## src/rtl/tx_code_modulator_if.sv

```systemverilog
// Sample-rate control and DAC-side signals of the tx code modulator.
// The controller/bench drives the master side; the modulator uses the slave side.
interface tx_code_modulator_if;
  logic               etx_en;
  logic               inew_sample_trig;
  logic               istart;
  logic               iabort;
  logic signed [15:0] odata_sample;
  logic               osample_valid;
  logic               obusy;
  logic               odone;
  logic [7:0]         ochip_index;

  modport master (
    output etx_en, inew_sample_trig, istart, iabort,
    input  odata_sample, osample_valid, obusy, odone, ochip_index
  );

  modport slave (
    input  etx_en, inew_sample_trig, istart, iabort,
    output odata_sample, osample_valid, obusy, odone, ochip_index
  );
endinterface

```

## src/rtl/tx_code_modulator.sv

```systemverilog
// BPSK chip-code burst generator: per sample trigger emits one point of a
// 10-sample sine carrier, sign set by the current chip, followed by zero guard samples.
module tx_code_modulator #(
  parameter int                  CODE_LEN        = 31,
  parameter logic [CODE_LEN-1:0] CODE            = 31'h4B3E3715,
  parameter int                  CYCLES_PER_CHIP = 2,
  parameter int                  GUARD_SAMPLES   = 20
) (
  input logic               ctx_clk,
  input logic               rtx_rst,
  tx_code_modulator_if.slave bus
);

  localparam int DATA_W = 16;
  localparam logic [3:0] LAST_PHASE = 4'd9;
  localparam logic [3:0] LAST_CYCLE = 4'(CYCLES_PER_CHIP - 1);
  localparam logic [7:0] LAST_CHIP  = 8'(CODE_LEN - 1);
  localparam logic [9:0] LAST_GUARD = 10'(GUARD_SAMPLES - 1);

  typedef enum logic [1:0] {IDLE, SEND, GUARD, DONE} state_t;

  function automatic logic signed [DATA_W-1:0] carrier(input logic [3:0] ph);
    case (ph)
      4'd1, 4'd4: carrier = 16'sd9630;
      4'd2, 4'd3: carrier = 16'sd15582;
      4'd6, 4'd9: carrier = -16'sd9630;
      4'd7, 4'd8: carrier = -16'sd15582;
      default:    carrier = 16'sd0;
    endcase
  endfunction

  // Table never holds -32768, so negation cannot overflow.
  function automatic logic signed [DATA_W-1:0] apply_sign(input logic signed [DATA_W-1:0] v,
                                                          input logic chip);
    apply_sign = chip ? v : -v;
  endfunction

  state_t                    state_q, state_d;
  logic [3:0]                phase_q, phase_d;
  logic [3:0]                cycle_q, cycle_d;
  logic [7:0]                chip_q, chip_d;
  logic [9:0]                guard_q, guard_d;
  logic [CODE_LEN-1:0]       code_q, code_d;
  logic signed [DATA_W-1:0]  data_q, data_d;
  logic                      valid_q, valid_d;
  logic                      busy_q, busy_d;
  logic                      done_q, done_d;
  logic [7:0]                chip_idx_q, chip_idx_d;

  always_comb begin
    state_d    = state_q;
    phase_d    = phase_q;
    cycle_d    = cycle_q;
    chip_d     = chip_q;
    guard_d    = guard_q;
    code_d     = code_q;
    data_d     = data_q;
    valid_d    = valid_q;
    busy_d     = busy_q;
    done_d     = done_q;
    chip_idx_d = chip_idx_q;

    // With the enable low everything, including a pending pulse, simply holds.
    if (bus.etx_en) begin
      valid_d = 1'b0;
      done_d  = 1'b0;
      if (bus.iabort) begin
        state_d = IDLE;
        phase_d = '0;
        cycle_d = '0;
        chip_d  = '0;
        guard_d = '0;
        data_d  = '0;
        busy_d  = 1'b0;
      end else begin
        case (state_q)
          IDLE: begin
            data_d = '0;
            if (bus.istart) begin
              state_d    = SEND;
              busy_d     = 1'b1;
              phase_d    = '0;
              cycle_d    = '0;
              chip_d     = '0;
              guard_d    = '0;
              code_d     = CODE;
              chip_idx_d = '0;
            end
          end
          SEND: begin
            if (bus.inew_sample_trig) begin
              data_d     = apply_sign(carrier(phase_q), code_q[CODE_LEN-1]);
              valid_d    = 1'b1;
              chip_idx_d = chip_q;
              if (phase_q == LAST_PHASE) begin
                phase_d = '0;
                if (cycle_q == LAST_CYCLE) begin
                  cycle_d = '0;
                  code_d  = code_q << 1;
                  if (chip_q == LAST_CHIP) begin
                    state_d = (GUARD_SAMPLES == 0) ? DONE : GUARD;
                  end else begin
                    chip_d = chip_q + 8'd1;
                  end
                end else begin
                  cycle_d = cycle_q + 4'd1;
                end
              end else begin
                phase_d = phase_q + 4'd1;
              end
            end
          end
          GUARD: begin
            if (bus.inew_sample_trig) begin
              data_d  = '0;
              valid_d = 1'b1;
              if (guard_q == LAST_GUARD) begin
                guard_d = '0;
                state_d = DONE;
              end else begin
                guard_d = guard_q + 10'd1;
              end
            end
          end
          DONE: begin
            done_d  = 1'b1;
            busy_d  = 1'b0;
            data_d  = '0;
            state_d = IDLE;
          end
          default: state_d = IDLE;
        endcase
      end
    end
  end

  always_ff @(posedge ctx_clk or negedge rtx_rst) begin
    if (!rtx_rst) begin
      state_q    <= IDLE;
      phase_q    <= '0;
      cycle_q    <= '0;
      chip_q     <= '0;
      guard_q    <= '0;
      code_q     <= '0;
      data_q     <= '0;
      valid_q    <= 1'b0;
      busy_q     <= 1'b0;
      done_q     <= 1'b0;
      chip_idx_q <= '0;
    end else begin
      state_q    <= state_d;
      phase_q    <= phase_d;
      cycle_q    <= cycle_d;
      chip_q     <= chip_d;
      guard_q    <= guard_d;
      code_q     <= code_d;
      data_q     <= data_d;
      valid_q    <= valid_d;
      busy_q     <= busy_d;
      done_q     <= done_d;
      chip_idx_q <= chip_idx_d;
    end
  end

  assign bus.odata_sample  = data_q;
  assign bus.osample_valid = valid_q;
  assign bus.obusy         = busy_q;
  assign bus.odone         = done_q;
  assign bus.ochip_index   = chip_idx_q;

endmodule

```

## src/flat_wrapper.sv

```systemverilog
// flat-port wrapper written by rule: the top's interface ports become plain ports
module tx_code_modulator_flat 
#(
  parameter int                  CODE_LEN        = 31,
  parameter logic [CODE_LEN-1:0] CODE            = 31'h4B3E3715,
  parameter int                  CYCLES_PER_CHIP = 2,
  parameter int                  GUARD_SAMPLES   = 20
)
  (ctx_clk, rtx_rst, bus_etx_en, bus_inew_sample_trig, bus_istart, bus_iabort, bus_odata_sample, bus_osample_valid, bus_obusy, bus_odone, bus_ochip_index);
  tx_code_modulator_if bus_i ();
  input logic ctx_clk;
  input logic rtx_rst;
  input wire logic [$bits(bus_i.etx_en)-1:0] bus_etx_en;
  input wire logic [$bits(bus_i.inew_sample_trig)-1:0] bus_inew_sample_trig;
  input wire logic [$bits(bus_i.istart)-1:0] bus_istart;
  input wire logic [$bits(bus_i.iabort)-1:0] bus_iabort;
  output wire logic [$bits(bus_i.odata_sample)-1:0] bus_odata_sample;
  output wire logic [$bits(bus_i.osample_valid)-1:0] bus_osample_valid;
  output wire logic [$bits(bus_i.obusy)-1:0] bus_obusy;
  output wire logic [$bits(bus_i.odone)-1:0] bus_odone;
  output wire logic [$bits(bus_i.ochip_index)-1:0] bus_ochip_index;
  assign bus_i.etx_en = bus_etx_en;
  assign bus_i.inew_sample_trig = bus_inew_sample_trig;
  assign bus_i.istart = bus_istart;
  assign bus_i.iabort = bus_iabort;
  assign bus_odata_sample = bus_i.odata_sample;
  assign bus_osample_valid = bus_i.osample_valid;
  assign bus_obusy = bus_i.obusy;
  assign bus_odone = bus_i.odone;
  assign bus_ochip_index = bus_i.ochip_index;
  tx_code_modulator #(.CODE_LEN(CODE_LEN), .CODE(CODE), .CYCLES_PER_CHIP(CYCLES_PER_CHIP), .GUARD_SAMPLES(GUARD_SAMPLES)) u_core (.ctx_clk(ctx_clk), .rtx_rst(rtx_rst), .bus(bus_i));
endmodule
```

## config.mk

```make
export PLATFORM = sky130hd
export DESIGN_NAME = tx_code_modulator_flat
export DESIGN_NICKNAME = d
export VERILOG_FILES = /design/src/rtl/tx_code_modulator_if.sv /design/src/rtl/tx_code_modulator.sv /design/src/flat_wrapper.sv
export SDC_FILE = /design/constraint.sdc
export NUM_CORES = 1
export LEC_CHECK = 0
export ABC_AREA = 1
export CAP_MARGIN = 20
export CORE_AREA = 2 2 90 92
export CTS_CLUSTER_DIAMETER = 120
export DETAILED_ROUTE_END_ITERATION = 8
export DIE_AREA = 0 0 92 94
export HOLD_SLACK_MARGIN = 0.05
export PLACE_DENSITY = 0.77
export SYNTH_ARGS = -nofsm -noshare
export SYNTH_HDL_FRONTEND = slang
export SYNTH_SLANG_ARGS = --single-unit
export TNS_END_PERCENT = 30
```

## constraint.sdc

```tcl
create_clock -name ctx_clk -period 2.6 [get_ports ctx_clk]
set_input_delay 0.52 -clock ctx_clk [delete_from_list [all_inputs] [get_ports ctx_clk]]
set_output_delay 0.52 -clock ctx_clk [all_outputs]
set_load 0.01 [all_outputs]
```

==> impl_metrics.yaml, run 1 <==
setup_path:
  worstPathCellList: "inv_1 > ha_1 > inv_1 > nor2_2 > inv_1 > a31oi_2 > nor2_4 > nand2_2 > o21ai_0"
  worst_setup_path_end_kind: "flip-flop"
  cp_top_family: "simple AND/OR/NAND/NOR gates"
  cpMostUsedCell: "inv_1"
  cp.arrival_ns: 2.50
  slowest_delay_ns: 0.42
  crit_required_ns: 2.83
  timing.critical_path.buf_inv: 3
  cpMaxStageDelayCell: "dfrtp_1"
  start_kind: "flip-flop"
  crit_type: "flip-flop to flip-flop"
  crit_fanout: 14
sta:
  final_hold_viol_count: 0
  slew_headroom: 0.567
  setup_viol: 0
  hold_ws_ns: 0.482
  fmax_mhz: 439
  rsz0062_at_grt: "false"
  period_minus_slack_ns: 2.28
  post-route-period-util: 0.875
  setup_slack_ns: 0.324
  finalClockSkew_ns: 0.0116
  final.setup.tns_ns: 0
  tightest_slew_ns: 0.642
  finalMaxSlewViolations: 0
global_routing:
  grt_use_total: 0.217
  overflow: 0
  grt_max_degree: 62
  grt_pass1_vias: 3434
  grt_pass1_wl_um: 15100
  grt_antenna_before_repair: 0
power_and_ir_drop:
  p_total_mw: 3.65
  p_leak_nw: 2.40
  ir_worst_vdd_mv: 0.346
  powerDensity_nw_per_um2: 725
synthesis:
  syn_avg_cell_area_sq_um: 8.16
  syn_inst: 536
  synth_top_cell_area_share: 0.481
  async_reset_ff_frac: 1.00
  synth_fp_nets: 560
  ys_warn_count: 0
  ys_seq_area_frac: 0.481
  synth_top_area_cell: "dfrtp_1"
  yosys_most_used_dff: "dfrtp_1"
  synth_seq_cells: 84
  yosysUniqueCellTypes: 38
  synthTopCellsByArea: "dfrtp_1 (48%), nand2_1 (13%), inv_1 (5.5%)"
  synthesis.area_sq_um: 4370
  synth_edf_count: 0
  synth_commonest_cells: "nand2_1 (153), dfrtp_1 (84), inv_1 (64)"
  yosysMostFrequentCell: "nand2_1"
final_layout:
  area_growth_pct: 15.2
  nNetsFinal: 599
  drive_above_1_share: 0.0931
  antenna_cells: 0
  fin_area_sq_um: 5040
  n_fill_cell: 628
clock_network:
  cts_buffers: 9
  cts_tree: "done"
  worstSkewPairLatency_ns: 0.36
  clk_pin_slew_ns: 0.09
  cts-root-buf: "clkbuf_8"
  cts_resized: 0
  cts_sinks: 84
  cts_max_level: 3
  clock_path_buffers: 2
route:
  drtAntennaViolNets: 0
  vias_per_cell: 5.24
  routed_wl_um: 8680
  post_drt_wl_per_cell_um: 12.7
  drt_drc_violations_left: 0
  drt-pass1-iter-count: 4
  vias: 3575
  drt_iter0_drc: 220
floorplan:
  die_area_sq_um: 8650
  io-pin-count: 33
  die_height_um: 94
  die-width_um: 92
  core_area_sq_um: 7610
  start_util: 0.575
  row_count: 32
placement:
  place_congestion: 0.848
  preCtsSetupSlack_ns: 0.158
  io_buffers: 31
  placed_area_sq_um: 4800
  dp_hpwl_um: 6270
run:
  cap_violations: 0
min_path:
  hold_class: "flip-flop to flip-flop"
run_status:
  status: "completed"
## state kept, by name, indices dropped and copies added, names as in the netlist
register / cells
u_core.chip_q: 8
u_core.code_q: 31
u_core.bus.osample_valid: 1
u_core.bus.odata_sample: 14
u_core.cycle_q: 4
u_core.phase_q: 4
u_core.bus.odone: 1
u_core.state_q: 2
u_core.bus.obusy: 1
u_core.bus.ochip_index: 8
u_core.guard_q: 10
## layout by cell type (no fill, tap or decap), types with 2 or more instances in the layout
cell / count
o31ai_1: 6
dfrtp_1: 84
bufinv_16: 2
ha_1: 18
nor2_4: 3
buf_4: 10
a21oi_1: 15
o211ai_2: 4
nor2_1: 39
o22a_1: 2
inv_1: 64
o21ai_1: 14
clkbuf_8: 9
o211ai_1: 2
xor2_1: 3
clkdlybuf4s50_1: 30
nand4_1: 5
o22ai_1: 8
nand3_1: 41
o21ai_2: 3
nand2_4: 2
inv_6: 3
nand2_2: 5
nand2_1: 153
inv_2: 5
nor3b_1: 4
o21ai_0: 21
nor3_1: 10
## power by group
part | internal (mW) | switching [mW]
combinational | 0.374 | 0.737
sequential | 1.42 | 0.0926
clock | 0.547 | 0.482
total | 2.34 | 1.31
## per-stage QoR
step,util,instances
after floorplan,-,536
after global placement,0.632,665
after detailed placement,0.632,665
after CTS,0.662,682
after global routing,0.662,682
final,0.662,682
## tightest hold or removal path, stage by stage, from the launching register on
cell and delay [ns]:
dfrtp_1 0.35, nand2_1 0.05, nand2_1 0.05
## path summary, 6_finish.rpt
check / startpoint / end / slack, ns / depth (start not counted)
setup / recovery: u_core.state_q[1]$_DFFE_PN0P_ / u_core.chip_q[7]$_DFFE_PN0P_ / 0.32 / 9
max in group asynchronous: rtx_rst / u_core.code_q[11]$_DFFE_PN0P_ / 1.40 / 3
hold / removal: u_core.bus.odata_sample[12]$_DFFE_PN0P_ / u_core.bus.odata_sample[12]$_DFFE_PN0P_ / 0.48 / 2
min in group asynchronous: rtx_rst / u_core.chip_q[6]$_DFFE_PN0P_ / 0.59 / 2
hold reg to reg: u_core.bus.odata_sample[12]$_DFFE_PN0P_ / u_core.bus.odata_sample[12]$_DFFE_PN0P_ / 0.48 / 2
setup reg to reg: u_core.state_q[1]$_DFFE_PN0P_ / u_core.chip_q[7]$_DFFE_PN0P_ / 0.32 / 9
## metal layers
layer	routed length, um	vias up	GRT usage	share of wire
met2	4260	59	0.381	0.49
met5	0	-	0	0
met3	232	8	0.0337	0.027
met1	4080	1707	0.274	0.47
met4	115	0	0.0784	0.013
li1	-	1801	-	-
## cell families (layout without fill, tap and decap cells)
| group | Yosys count | after routing | synth area share |
|---|---|---|---|
| AOI/OAI and AO/OA | 78 | 78 | 0.112 |
| xor gates and xnor gates | 4 | 4 | 0.00801 |
| adders and majority gates | 18 | 18 | 0.0515 |
| buffers and inverters | 84 | 128 | 0.0821 |
| DFF | 84 | 84 | 0.481 |
| other | 1 | 1 | 0.000858 |
| and+or+nand+nor | 267 | 267 | 0.265 |
## repair_timing
item / in CTS / in global routing
hold buffers: 1 / 0
hold endpoints to repair: 16 / 0
buffers inserted: 0 / 0
## final cells by class
cell class | instances | area [sq um] | area share
clock inverters | 7 | 98.8 | 0.0196
inverters | 70 | 268 | 0.0532
flip-flops and latches | 84 | 2100 | 0.417
repair buffers | 42 | 405 | 0.0805
multi-input cells | 368 | 1910 | 0.380
clock buffers | 9 | 124 | 0.0246
well taps | 102 | 128 | 0.0253
Power figures use the tool's default switching activity.
==> run 2: changes to the inputs <==
--- a/config.mk
+++ b/config.mk
@@ -9,6 +9,7 @@
 export CAP_MARGIN = 20
 export CORE_AREA = 2 2 90 92
 export CTS_CLUSTER_DIAMETER = 120
+export CTS_CLUSTER_SIZE = 14
 export DETAILED_ROUTE_END_ITERATION = 8
 export DIE_AREA = 0 0 92 94
 export HOLD_SLACK_MARGIN = 0.05
==> constraint.sdc (replaced) <==
create_clock -name ctx_clk -period 2.2 [get_ports ctx_clk]
set_input_delay 0.44 -clock ctx_clk [delete_from_list [all_inputs] [get_ports ctx_clk]]
set_output_delay 0.44 -clock ctx_clk [all_outputs]
set_load 0.01 [all_outputs]
==> run 2 against run 1 <==
Via count is 0.20% higher. Global-route usage grew 1.2 points. Sequential cell count unchanged. Clock power grew 27%. First-iteration DRC count is 1.4% lower. Critical path type unchanged. Largest cell class unchanged. Largest power group unchanged. Highest routed layer unchanged.
==> impl_metrics.yaml, run 2 (synthesized netlist as in run 1, its figures left out) <==
sta:
  setup_viol: 0
  final.setup.tns_ns: 0
  final_hold_viol_count: 0
  post-route-period-util: 0.902
  tightest_slew_ns: 0.617
  rsz0062_at_grt: "false"
  finalClockSkew_ns: 0.00832
  finalMaxSlewViolations: 0
  period_minus_slack_ns: 1.99
  setup_slack_ns: 0.215
  slew_headroom: 0.584
  fmax_mhz: 504
power_and_ir_drop:
  ir_worst_vdd_mv: 0.500
  powerDensity_nw_per_um2: 870
  p_leak_nw: 2.45
  p_total_mw: 4.46
clock_network:
  cts_buffers: 9
  cts_sinks: 84
  worstSkewPairLatency_ns: 0.36
  clk_pin_slew_ns: 0.08
  cts-root-buf: "clkbuf_8"
  clock_path_buffers: 2
  cts_max_level: 3
  cts_tree: "done"
placement:
  dpl.cell_count: 674
  place_congestion: 0.886
  dp_hpwl_um: 6410
  io_buffers: 31
  preCtsSetupSlack_ns: -0.00307
final_layout:
  nNetsFinal: 607
  stdcell_count: 690
  regMostFlops: "u_core.code_q"
  area_growth_pct: 17.3
  final_cell_mix: "nand2_1 (153), dfrtp_1 (84), inv_1 (63)"
  largest_register_ffs: 31
  layout_commonest_cell: "nand2_1"
  antenna_cells: 0
  drive_above_1_share: 0.109
floorplan:
  die-width_um: 92
  start_util: 0.575
  core_area_sq_um: 7610
  io-pin-count: 33
  die_area_sq_um: 8650
  die_height_um: 94
  row_count: 32
route:
  post_drt_wl_per_cell_um: 12.8
  drtAntennaViolNets: 0
  drt-pass1-iter-count: 5
  drt_iter0_drc: 217
  routed_wl_um: 8830
  drt_drc_violations_left: 0
  vias_per_cell: 5.19
  vias: 3582
global_routing:
  overflow: 0
  met2_usage: 0.393
  grt_antenna_before_repair: 0
  grt_util_met3: 0.0457
  grt_pass1_vias: 3542
  grt_pass1_wl_um: 15900
  busiest_layer: "met2"
  grt_use_total: 0.230
  met1_usage: 0.295
  grt_max_degree: 48
run:
  cap_violations: 0
setup_path:
  crit_required_ns: 2.44
  start_kind: "flip-flop"
  cp.arrival_ns: 2.23
  crit_fanout: 7
  worst_setup_path_end_kind: "flip-flop"
  crit_type: "flip-flop to flip-flop"
run_status:
  status: "completed"
min_path:
  hold_class: "primary input to asynchronous set/reset pin"
[run 2: cell count changes in the layout (fill, tap and decap cells not counted), sizes merged]
| cell | delta |
|---|---|
| clkinvlp | +2 |
| clkinv | -2 |
| inv | -2 |
| buf | +9 |
| dlygate4sd3 | -1 |
| clkbuf | +1 |
| bufinv | +1 |
[run 2: critical path, stage by stage, from the launching register on]
cell	delay [ns]
dfrtp_1	0.46
inv_2	0.15
ha_1	0.22
nand3_1	0.16
nor2_1	0.21
inv_1	0.10
nor2_4	0.15
inv_2	0.06
nand2_2	0.15
inv_2	0.10
nand2_1	0.07
o21ai_1	0.06
[run 2: path summary, 6_finish.rpt]
| check | cells past startpoint | end | slack, ns | startpoint |
|---|---|---|---|---|
| worst max-delay path | 11 | u_core.code_q[23]$_DFFE_PN0P_ | 0.21 | u_core.phase_q[1]$_DFFE_PN0P_ |
| worst min-delay path | 1 | u_core.chip_q[5]$_DFFE_PN0P_ | 0.04 | rtx_rst |
| worst max register to register | 11 | u_core.code_q[23]$_DFFE_PN0P_ | 0.21 | u_core.phase_q[1]$_DFFE_PN0P_ |
| worst min register to register | 2 | u_core.bus.odata_sample[10]$_DFFE_PN0P_ | 0.49 | u_core.bus.odata_sample[10]$_DFFE_PN0P_ |
| max in group asynchronous | 2 | u_core.code_q[5]$_DFFE_PN0P_ | 1.53 | rtx_rst |
| min in group ctx_clk | 2 | u_core.bus.odata_sample[10]$_DFFE_PN0P_ | 0.49 | u_core.bus.odata_sample[10]$_DFFE_PN0P_ |
[run 2: stage by stage]
stage,hold WS [ns],instance area (sq um),util
floorplan,0.144,4370,-
finish,0.0433,5130,0.674
CTS,0.0541,5120,0.674
detailed placement,0.448,4880,0.642
global route,0.0742,5130,0.674
global placement,0.444,4880,0.642
[run 2: area by class of cell]
class / count / area, sq um
multi-input combinational: 368 / 1910
timing repair buffer: 50 / 475
tap: 102 / 128
sequential: 84 / 2100
clock inverter: 6 / 113
clock buffer: 10 / 128
inverter: 70 / 268
fill: 620 / 2480
[run 2: routing by layer]
layer | vias to the layer above | share of wire
met5 | - | 0
met4 | 0 | 0.012
met3 | 8 | 0.039
met2 | 84 | 0.50
met1 | 1680 | 0.45
li1 | 1810 | -
[run 2: where the power goes]
group,switching [mW],leakage [nW],internal (mW)
sequential,0.109,1.08,1.68
combinational,0.873,1.26,0.492
clock,0.557,0.109,0.754
[run 2: timing repair]
action,in CTS,in global routing
setup buffers,0,0
hold endpoints to repair,0,0
gates resized for setup,0,2
setup endpoints to repair,0,14
hold buffers,0,0
